--- src/rtl/modulation_pkg.sv ---
//------------------------------------------------------------------------------
// Package    : modulation_pkg
// Description: Shared types and defaults for the multichannel square-wave
//              modulator.
// Revision   : 1.0 - initial release
//------------------------------------------------------------------------------
`default_nettype none

package modulation_pkg;

    localparam int PERIOD_W_DEF = 8;
    localparam int HALF_PERIOD_RST_DEF = 3;

    typedef logic [PERIOD_W_DEF-1:0] half_period_t;

    // Channel state at the default counter width
    typedef struct packed {
        half_period_t cnt;
        half_period_t active;
        half_period_t shadow;
        logic         pending;
        logic         out;
    } chan_state_t;

endpackage

`default_nettype wire

--- src/rtl/mod_channel.sv ---
//------------------------------------------------------------------------------
// Module     : mod_channel
// Description: One modulation channel: tick counter, shadowed half-period with
//              commit at full-period boundaries, envelope output.
//              Optional macro MOD_PHASE_OFFSET_EN adds a resync phase offset.
// Revision   : 1.0 - initial release
//------------------------------------------------------------------------------
`default_nettype none

module mod_channel
    import modulation_pkg::*;
#(
    parameter int PERIOD_W        = PERIOD_W_DEF,
    parameter int HALF_PERIOD_RST = HALF_PERIOD_RST_DEF
) (
    input  logic                clk,
    input  logic                rst_n,
    input  logic                tick,
    input  logic                enable,
    input  logic                resync,
    input  logic                cfg_wr,
    input  logic [PERIOD_W-1:0] cfg_half_period,
`ifdef MOD_PHASE_OFFSET_EN
    input  logic                cfg_phase_wr,
    input  logic [PERIOD_W-1:0] cfg_phase,
`endif
    output logic                mod_out,
    output logic                period_start
);

    localparam logic [PERIOD_W-1:0] c_hp_rst = PERIOD_W'(HALF_PERIOD_RST);

    typedef struct packed {
        logic [PERIOD_W-1:0] cnt;
        logic [PERIOD_W-1:0] active;
        logic [PERIOD_W-1:0] shadow;
        logic                pending;
        logic                out;
    } state_t;

    state_t              st_q, st_d;
    logic                period_start_q, period_start_d;
    logic [PERIOD_W-1:0] w_resync_cnt;

`ifdef MOD_PHASE_OFFSET_EN
    logic [PERIOD_W-1:0] offset_q, offset_d;
    logic [PERIOD_W-1:0] w_resync_hp;

    // An offset that does not fit the half-period in force after resync is dropped
    assign w_resync_hp  = st_q.pending ? st_q.shadow : st_q.active;
    assign w_resync_cnt = (offset_q < w_resync_hp) ? offset_q : '0;

    always_comb begin
        offset_d = offset_q;
        if (cfg_phase_wr) offset_d = cfg_phase;
    end

    always_ff @(posedge clk or negedge rst_n) begin
        if (!rst_n) offset_q <= '0;
        else        offset_q <= offset_d;
    end
`else
    assign w_resync_cnt = '0;
`endif

    always_comb begin
        st_d           = st_q;
        period_start_d = 1'b0;

        if (resync) begin
            st_d.cnt = w_resync_cnt;
            st_d.out = 1'b1;
            if (st_q.pending) begin
                st_d.active  = st_q.shadow;
                st_d.pending = 1'b0;
            end
        end else if (st_q.active == '0) begin
            st_d.cnt = '0;
            st_d.out = 1'b1;
        end else if (tick && enable) begin
            if (st_q.cnt == st_q.active - PERIOD_W'(1)) begin
                st_d.cnt = '0;
                st_d.out = ~st_q.out;
                // Rising edge closes a full period: the only glitch-free commit point
                if (!st_q.out) begin
                    period_start_d = 1'b1;
                    if (st_q.pending) begin
                        st_d.active  = st_q.shadow;
                        st_d.pending = 1'b0;
                    end
                end
            end else begin
                st_d.cnt = st_q.cnt + PERIOD_W'(1);
            end
        end

        // Writes land after any commit above, so a commit always sees the old shadow
        if (cfg_wr) begin
            if (!enable || st_q.active == '0) begin
                st_d.active    = cfg_half_period;
                st_d.shadow    = cfg_half_period;
                st_d.cnt       = '0;
                st_d.out       = 1'b1;
                st_d.pending   = 1'b0;
                period_start_d = 1'b0;
            end else begin
                st_d.shadow  = cfg_half_period;
                st_d.pending = 1'b1;
            end
        end
    end

    always_ff @(posedge clk or negedge rst_n) begin
        if (!rst_n) begin
            st_q.cnt       <= '0;
            st_q.active    <= c_hp_rst;
            st_q.shadow    <= c_hp_rst;
            st_q.pending   <= 1'b0;
            st_q.out       <= 1'b1;
            period_start_q <= 1'b0;
        end else begin
            st_q           <= st_d;
            period_start_q <= period_start_d;
        end
    end

    assign mod_out      = st_q.out;
    assign period_start = period_start_q;

endmodule

`default_nettype wire

--- src/rtl/multichannel_modulation.sv ---
//------------------------------------------------------------------------------
// Module     : multichannel_modulation
// Description: NUM_CH independent square-wave envelopes clocked by rising edges
//              of sync. Optional macro MOD_PHASE_OFFSET_EN adds phase offsets.
// Revision   : 1.0 - initial release
//------------------------------------------------------------------------------
`default_nettype none

module multichannel_modulation
    import modulation_pkg::*;
#(
    parameter int NUM_CH          = 4,
    parameter int PERIOD_W        = PERIOD_W_DEF,
    parameter int HALF_PERIOD_RST = HALF_PERIOD_RST_DEF,
    localparam int CH_W           = (NUM_CH > 1) ? $clog2(NUM_CH) : 1
) (
    input  logic                clk,
    input  logic                rst_n,
    input  logic                sync,
    input  logic [NUM_CH-1:0]   mod_enable,
    input  logic                resync,
    input  logic                cfg_we,
    input  logic [CH_W-1:0]     cfg_ch,
    input  logic [PERIOD_W-1:0] cfg_half_period,
`ifdef MOD_PHASE_OFFSET_EN
    input  logic                cfg_phase_we,
    input  logic [PERIOD_W-1:0] cfg_phase,
`endif
    output logic [NUM_CH-1:0]   mod_out,
    output logic [NUM_CH-1:0]   period_start
);

    logic sync_q, sync_d;
    logic w_tick;

    always_comb sync_d = sync;

    always_ff @(posedge clk or negedge rst_n) begin
        if (!rst_n) sync_q <= 1'b0;
        else        sync_q <= sync_d;
    end

    assign w_tick = sync & ~sync_q;

    // Out-of-range channel numbers match no instance and are dropped
    for (genvar i = 0; i < NUM_CH; i++) begin : g_ch
        logic w_sel;
        assign w_sel = (cfg_ch == CH_W'(i));

        mod_channel #(
            .PERIOD_W        (PERIOD_W),
            .HALF_PERIOD_RST (HALF_PERIOD_RST)
        ) u_ch (
            .clk             (clk),
            .rst_n           (rst_n),
            .tick            (w_tick),
            .enable          (mod_enable[i]),
            .resync          (resync),
            .cfg_wr          (cfg_we & w_sel),
            .cfg_half_period (cfg_half_period),
`ifdef MOD_PHASE_OFFSET_EN
            .cfg_phase_wr    (cfg_phase_we & w_sel),
            .cfg_phase       (cfg_phase),
`endif
            .mod_out         (mod_out[i]),
            .period_start    (period_start[i])
        );
    end

endmodule

`default_nettype wire

--- config.mk ---
export PLATFORM = sky130hd
export DESIGN_NAME = multichannel_modulation
export DESIGN_NICKNAME = d
export VERILOG_FILES = /design/src/rtl/modulation_pkg.sv /design/src/rtl/mod_channel.sv /design/src/rtl/multichannel_modulation.sv
export SDC_FILE = /design/constraint.sdc
export NUM_CORES = 1
export LEC_CHECK = 0
export ABC_CLOCK_PERIOD_IN_PS = 6500
export CAP_MARGIN = 20
export CORE_MARGIN = 2
export CORE_UTILIZATION = 25
export CTS_BUF_LIST = sky130_fd_sc_hd__clkbuf_4 sky130_fd_sc_hd__clkbuf_8
export CTS_CLUSTER_SIZE = 24
export DETAILED_ROUTE_END_ITERATION = 16
export PLACE_DENSITY = 0.4
export SLEW_MARGIN = 40
export SYNTH_ARGS = -nofsm -noshare
export SYNTH_HDL_FRONTEND = slang
export SYNTH_SLANG_ARGS = --single-unit
--- constraint.sdc ---
create_clock -name clk -period 6.5 [get_ports clk]
set_clock_uncertainty 0.2 [all_clocks]
set_input_delay 1.95 -clock clk [delete_from_list [all_inputs] [get_ports clk]]
set_output_delay 1.95 -clock clk [all_outputs]
set_load 0.02 [all_outputs]
=== Yosys cells after proc, flatten, opt, wreduce, memory -nomap -nowiden ===
Cells that the tools add are included.

* $add $sub $neg: 8
* Equal/unequal tests: 15
* Mux-type cells: 100
* Bitwise gates (word level): 10
* Reduce and logical (&&, ||, !) cells: 29

{| class="wikitable"
|+ Operator list
! operator !! number
|-
| $mux W16 || 12
|-
| $mux W8 || 24
|-
| $mux W26 || 4
|-
| $mux W1 || 48
|-
| $add A8 B1 Y8 const B || 4
|-
| $eq A8 B8 Y1 || 4
|-
| $logic_not A8 Y1 || 4
|-
| $sub A8 B1 Y8 const B || 4
|-
| $mux W2 || 12
|-
| $ne A3 B2 Y1 const B || 8
|-
| $reduce_bool A3 Y1 || 8
|-
| $reduce_and A4 Y1 || 4
|-
| $and A1 B1 Y1 || 5
|-
| $not A1 Y1 || 5
|-
| $eq A2 B2 Y1 const B || 2
|-
| $logic_and A1 B1 Y1 || 4
|-
| $logic_not A1 Y1 || 4
|-
| $logic_or A1 B1 Y1 || 4
|-
| $eq A2 B1 Y1 const B || 1
|-
| $logic_not A2 Y1 || 1
|}

* Flip-flop bits (word level): 109
* Input bits: 19
* Output and inout bits: 8
* Word-level logic and storage cells: 187

=== Logic depth before layout (Yosys ltp) ===
* Word-level depth: 8
* Gate-level depth with buffers: 11
* Mapped depth without buffers: 10

=== Hierarchy ===
Synthesis repeated with hierarchy kept, for this count alone.

* Cells, all modules: 712
* Area, all modules: 6904.1 µm²

{| class="wikitable"
|+ Modules (own cells, without submodules)
! module !! instances !! cells each !! area an instance (µm²) !! sequential area each (µm²)
|-
| mod_channel at g_ch[0].u_ch ... || 2 || 194 || 1778.0 || 681.9
|-
| mod_channel at g_ch[2].u_ch || 1 || 158 || 1647.8 || 681.9
|-
| mod_channel at g_ch[3].u_ch || 1 || 160 || 1631.6 || 681.9
|-
| multichannel_modulation || 1 || 6 || 68.8 || 25.0
|}

=== Worst setup path after synthesis ===
OpenSTA, ideal clock, no wires.

* Path type: input port to flip-flop
* From: input port sync
* To: register g_ch[0].u_ch.st_q[10] in the netlist's numbering
* Library setup time: 0.082 ns
* Data arrival time: 3.629 ns
* Data required time: 6.218 ns
* Slack: 2.589 ns
* Stages on the path: 7
* Buffers on the path: 0
* Cells stage by stage: nor2b_1 > nand2_1 > nor4_1 > nand3_1 > o41ai_2 > mux2_2 > mux2_2

{| class="wikitable"
|+ RTL lines
! element !! RTL line !! text
|-
| start, declared || multichannel_modulation.sv:19 || <nowiki>input logic sync,</nowiki>
|-
| end signal, assigned || mod_channel.sv:122 || <nowiki>st_q <= st_d;</nowiki>
|-
| end, declared || mod_channel.sv:41 || <nowiki>state_t st_q, st_d;</nowiki>
|}

==> results.cfg <==
[run_status]
status = completed

[route]
via_per_inst = 4.82
post_drt_wl_per_cell_um = 16.3
drt_pre_antenna_iters = 6
dr_total_vias = 4849
ant_nets = 0
drc_errors = 0
drt_iter0_markers = 231
wirelength_um = 16400

[job]
cap_viol_max_count = 0

[setup_path]
cp_top_family = simple AND/OR/NAND/NOR gates
path_cells = clkdlybuf4s50_1 > nor2b_1 > buf_4 > nand2_1 > nor4_1 > nand3_1 > o41ai_2 > mux2_2 > mux2_2
end_kind = flop
critPathSlowestCell = clkdlybuf4s50_1
crit_arrival_ns = 4.55
crit_path_max_fanout = 13
startpoint_type = input port
r2r-start = g_ch[0].u_ch.st_q[10]
r2r_slack_ns = 3.03
rr_worst_depth = 8
cp_num_buf_inv = 2
regToRegEndpoint = g_ch[0].u_ch.st_q[11]
cp_slowest_stage_delay_ns = 0.47
crit_required_ns = 6.62
critPathKind = in2reg
worst_path_most_repeated_cell = mux2_2

[timing]
fmax_ghz = 0.226
fin_ws_ns = 2.08
rsz0062_at_grt = false
drv_slew = 0
max_slew_margin_pct = 49.4
worstMarginPinSlew_ns = 0.759
min_period_ns = 4.42
setup_viol = 0
finalCritPeriodShare_pct = 68.0
fin_tns_setup_ns = 0
hold_viol_final = 0

[grt]
grt_max_degree = 74
grt_pass1_vias = 5077
grt_pass1_wl_um = 27000
overflow = 0
antenna_found_initial = 0
grt_usage_pct = 12.9

[floorplanning]
core_area_um2 = 25300
die_w_um = 165
boundaryPins = 27
dieArea_um2 = 27100
rows = 58
initial_core_util_pct = 25.6
die_h_um = 165

[logic_synthesis]
yosysTopAreaCell = dfrtp_1
syn-num-nets = 699
yosysWarnings = 0
yosysTopAreaCellShare_pct = 34.5
synth_flop_cell = dfrtp_1
synth-seq-cells = 109
syn_area_per_cell_um2 = 9.72
synthCells = 664
ys_async_sr_fraction_pct = 100
synth_area_um2 = 6460
ys_seq_area_share_pct = 42.6
ys_top_cells_by_area = dfrtp_1 34%, dfstp_2 8.1%, mux2_2 7.7%
ys_types = 65
synth_edf_count = 0

[finish]
fin_nets = 707
areaGrowthSynthToFinish_pct = 11.5
mostFrequentLayoutCell = dfrtp_1
layout_common_cells = 89 x dfrtp_1, 64 x nand2_1, 63 x nor2_1
drive_gt1_share_pct = 14.8
diodes = 0

[hold_path]
worstHoldStart = g_ch[1].u_ch.st_q[4]
hp-class = reg2reg
worstHoldEndpoint = g_ch[1].u_ch.st_q[4]
min_path_cells = 1

[place]
dpl.hpwl_um = 11500
gp_congestion = 0.812
pre_cts_ws_ns = 1.69
portBuffers = 26

[clock_tree]
cts_setup_buffers = 0
clk_path_buf_depth = 2
cts_tree = yes
cts_resized = 0
clk_latency_ns = 0.39
clock-sinks = 109
cts_hold_buf = 0
path_clk_slew_ns = 0.10
htreeDepth = 3
cts_buffers = 9
cts-root-buf = clkbuf_8

[pwr]
leakage_nw = 2.96
ir_drop_mv = 0.0877
power_density_nw_per_um2 = 284
## cell usage after synthesis (11+ instances only)
cell type	instances
nor3_1	13
nor2_1	63
inv_1	24
dfstp_2	20
a21oi_1	23
and3_1	11
and2_1	11
o21ai_0	19
mux2_2	44
ha_1	16
nand4_1	16
xnor2_1	29
mux2i_1	12
nand3_1	21
o221ai_1	11
nand2_1	64
dfrtp_1	89
xor2_1	35
clkbuf_1	21
## registers in the layout, summed over array words and instances, names as in the netlist
register / cells
g_ch.u_ch.period_start: 4
g_ch.u_ch.mod_out: 4
g_ch.u_ch.st_q: 100
sync_q: 1
## cell families (layout without fill, tap and decap cells)
group	after synthesis	after routing	share of synthesized area, %
compound gates	120	120	13.4
xor+xnor	64	64	8.68
fa+ha+maj	16	16	3.10
buf+inv	58	71	3.86
flops	109	109	42.6
mux	56	56	9.54
simple gates	241	241	18.7
## where the power goes
group / internal, W / leakage, nW / switching, W
Sequential: 0.000809 / 1.37 / 0.000155
Clock: 0.000175 / 0.103 / 0.000244
Combinational: 0.000316 / 1.50 / 0.000349
Total: 0.00130 / 2.96 / 0.000748
## stage by stage
stage                     instances  instance area [um2]  power, W  hold slack [ns]  utilization [%]
after floorplan                 664                 6460   0.00145            0.273                -
after global placement          991                 7000   0.00162            0.286             27.7
after detailed placement        991                 7010   0.00164            0.291             27.8
after CTS                      1007                 7200   0.00208            0.317             28.5
after global routing           1007                 7200   0.00221            0.332             28.5
final                          1007                 7200   0.00205            0.310             28.5
## how the worst max path moves through the flow
stage               start                    end  slack, ns  depth (start not counted)
finish               sync  g_ch[0].u_ch.st_q[11]       2.08                          9
global route         sync  g_ch[0].u_ch.st_q[11]       1.95                          9
CTS                  sync  g_ch[0].u_ch.st_q[11]       2.11                          9
detailed placement   sync  g_ch[0].u_ch.st_q[11]       1.69                          9
global placement     sync  g_ch[0].u_ch.st_q[11]       1.69                          9
floorplan            sync  g_ch[0].u_ch.st_q[10]       2.59                          7
## layout make-up
type                            instances  area (um2)
Fill cell                            2641       18100
Clock inverter                          3        18.8
Inverter                               25        93.8
Multi-Input combinational cell        497        3460
Tap cell                              330         413
Clock buffer                           13         173
Sequential cell                       109        2750
Timing Repair Buffer                   30         292
## worst reg2reg max path: stages, from the launching register on
cell,delay (ns)
dfstp_2,0.65
inv_1,0.10
ha_1,0.28
or3_1,0.39
a31oi_1,0.29
nand3_1,0.42
o41ai_2,0.44
mux2_2,0.38
mux2_2,0.25
## routing by layer
metal  GRT usage, %  vias up  wire length [um]
met4           5.22        0               501
met2           22.0       79              7930
li1               -     2368                 -
met5              0        -                 0
met3           2.59       33               457
met1           15.9     2369              7540
Power figures use the tool's default switching activity.
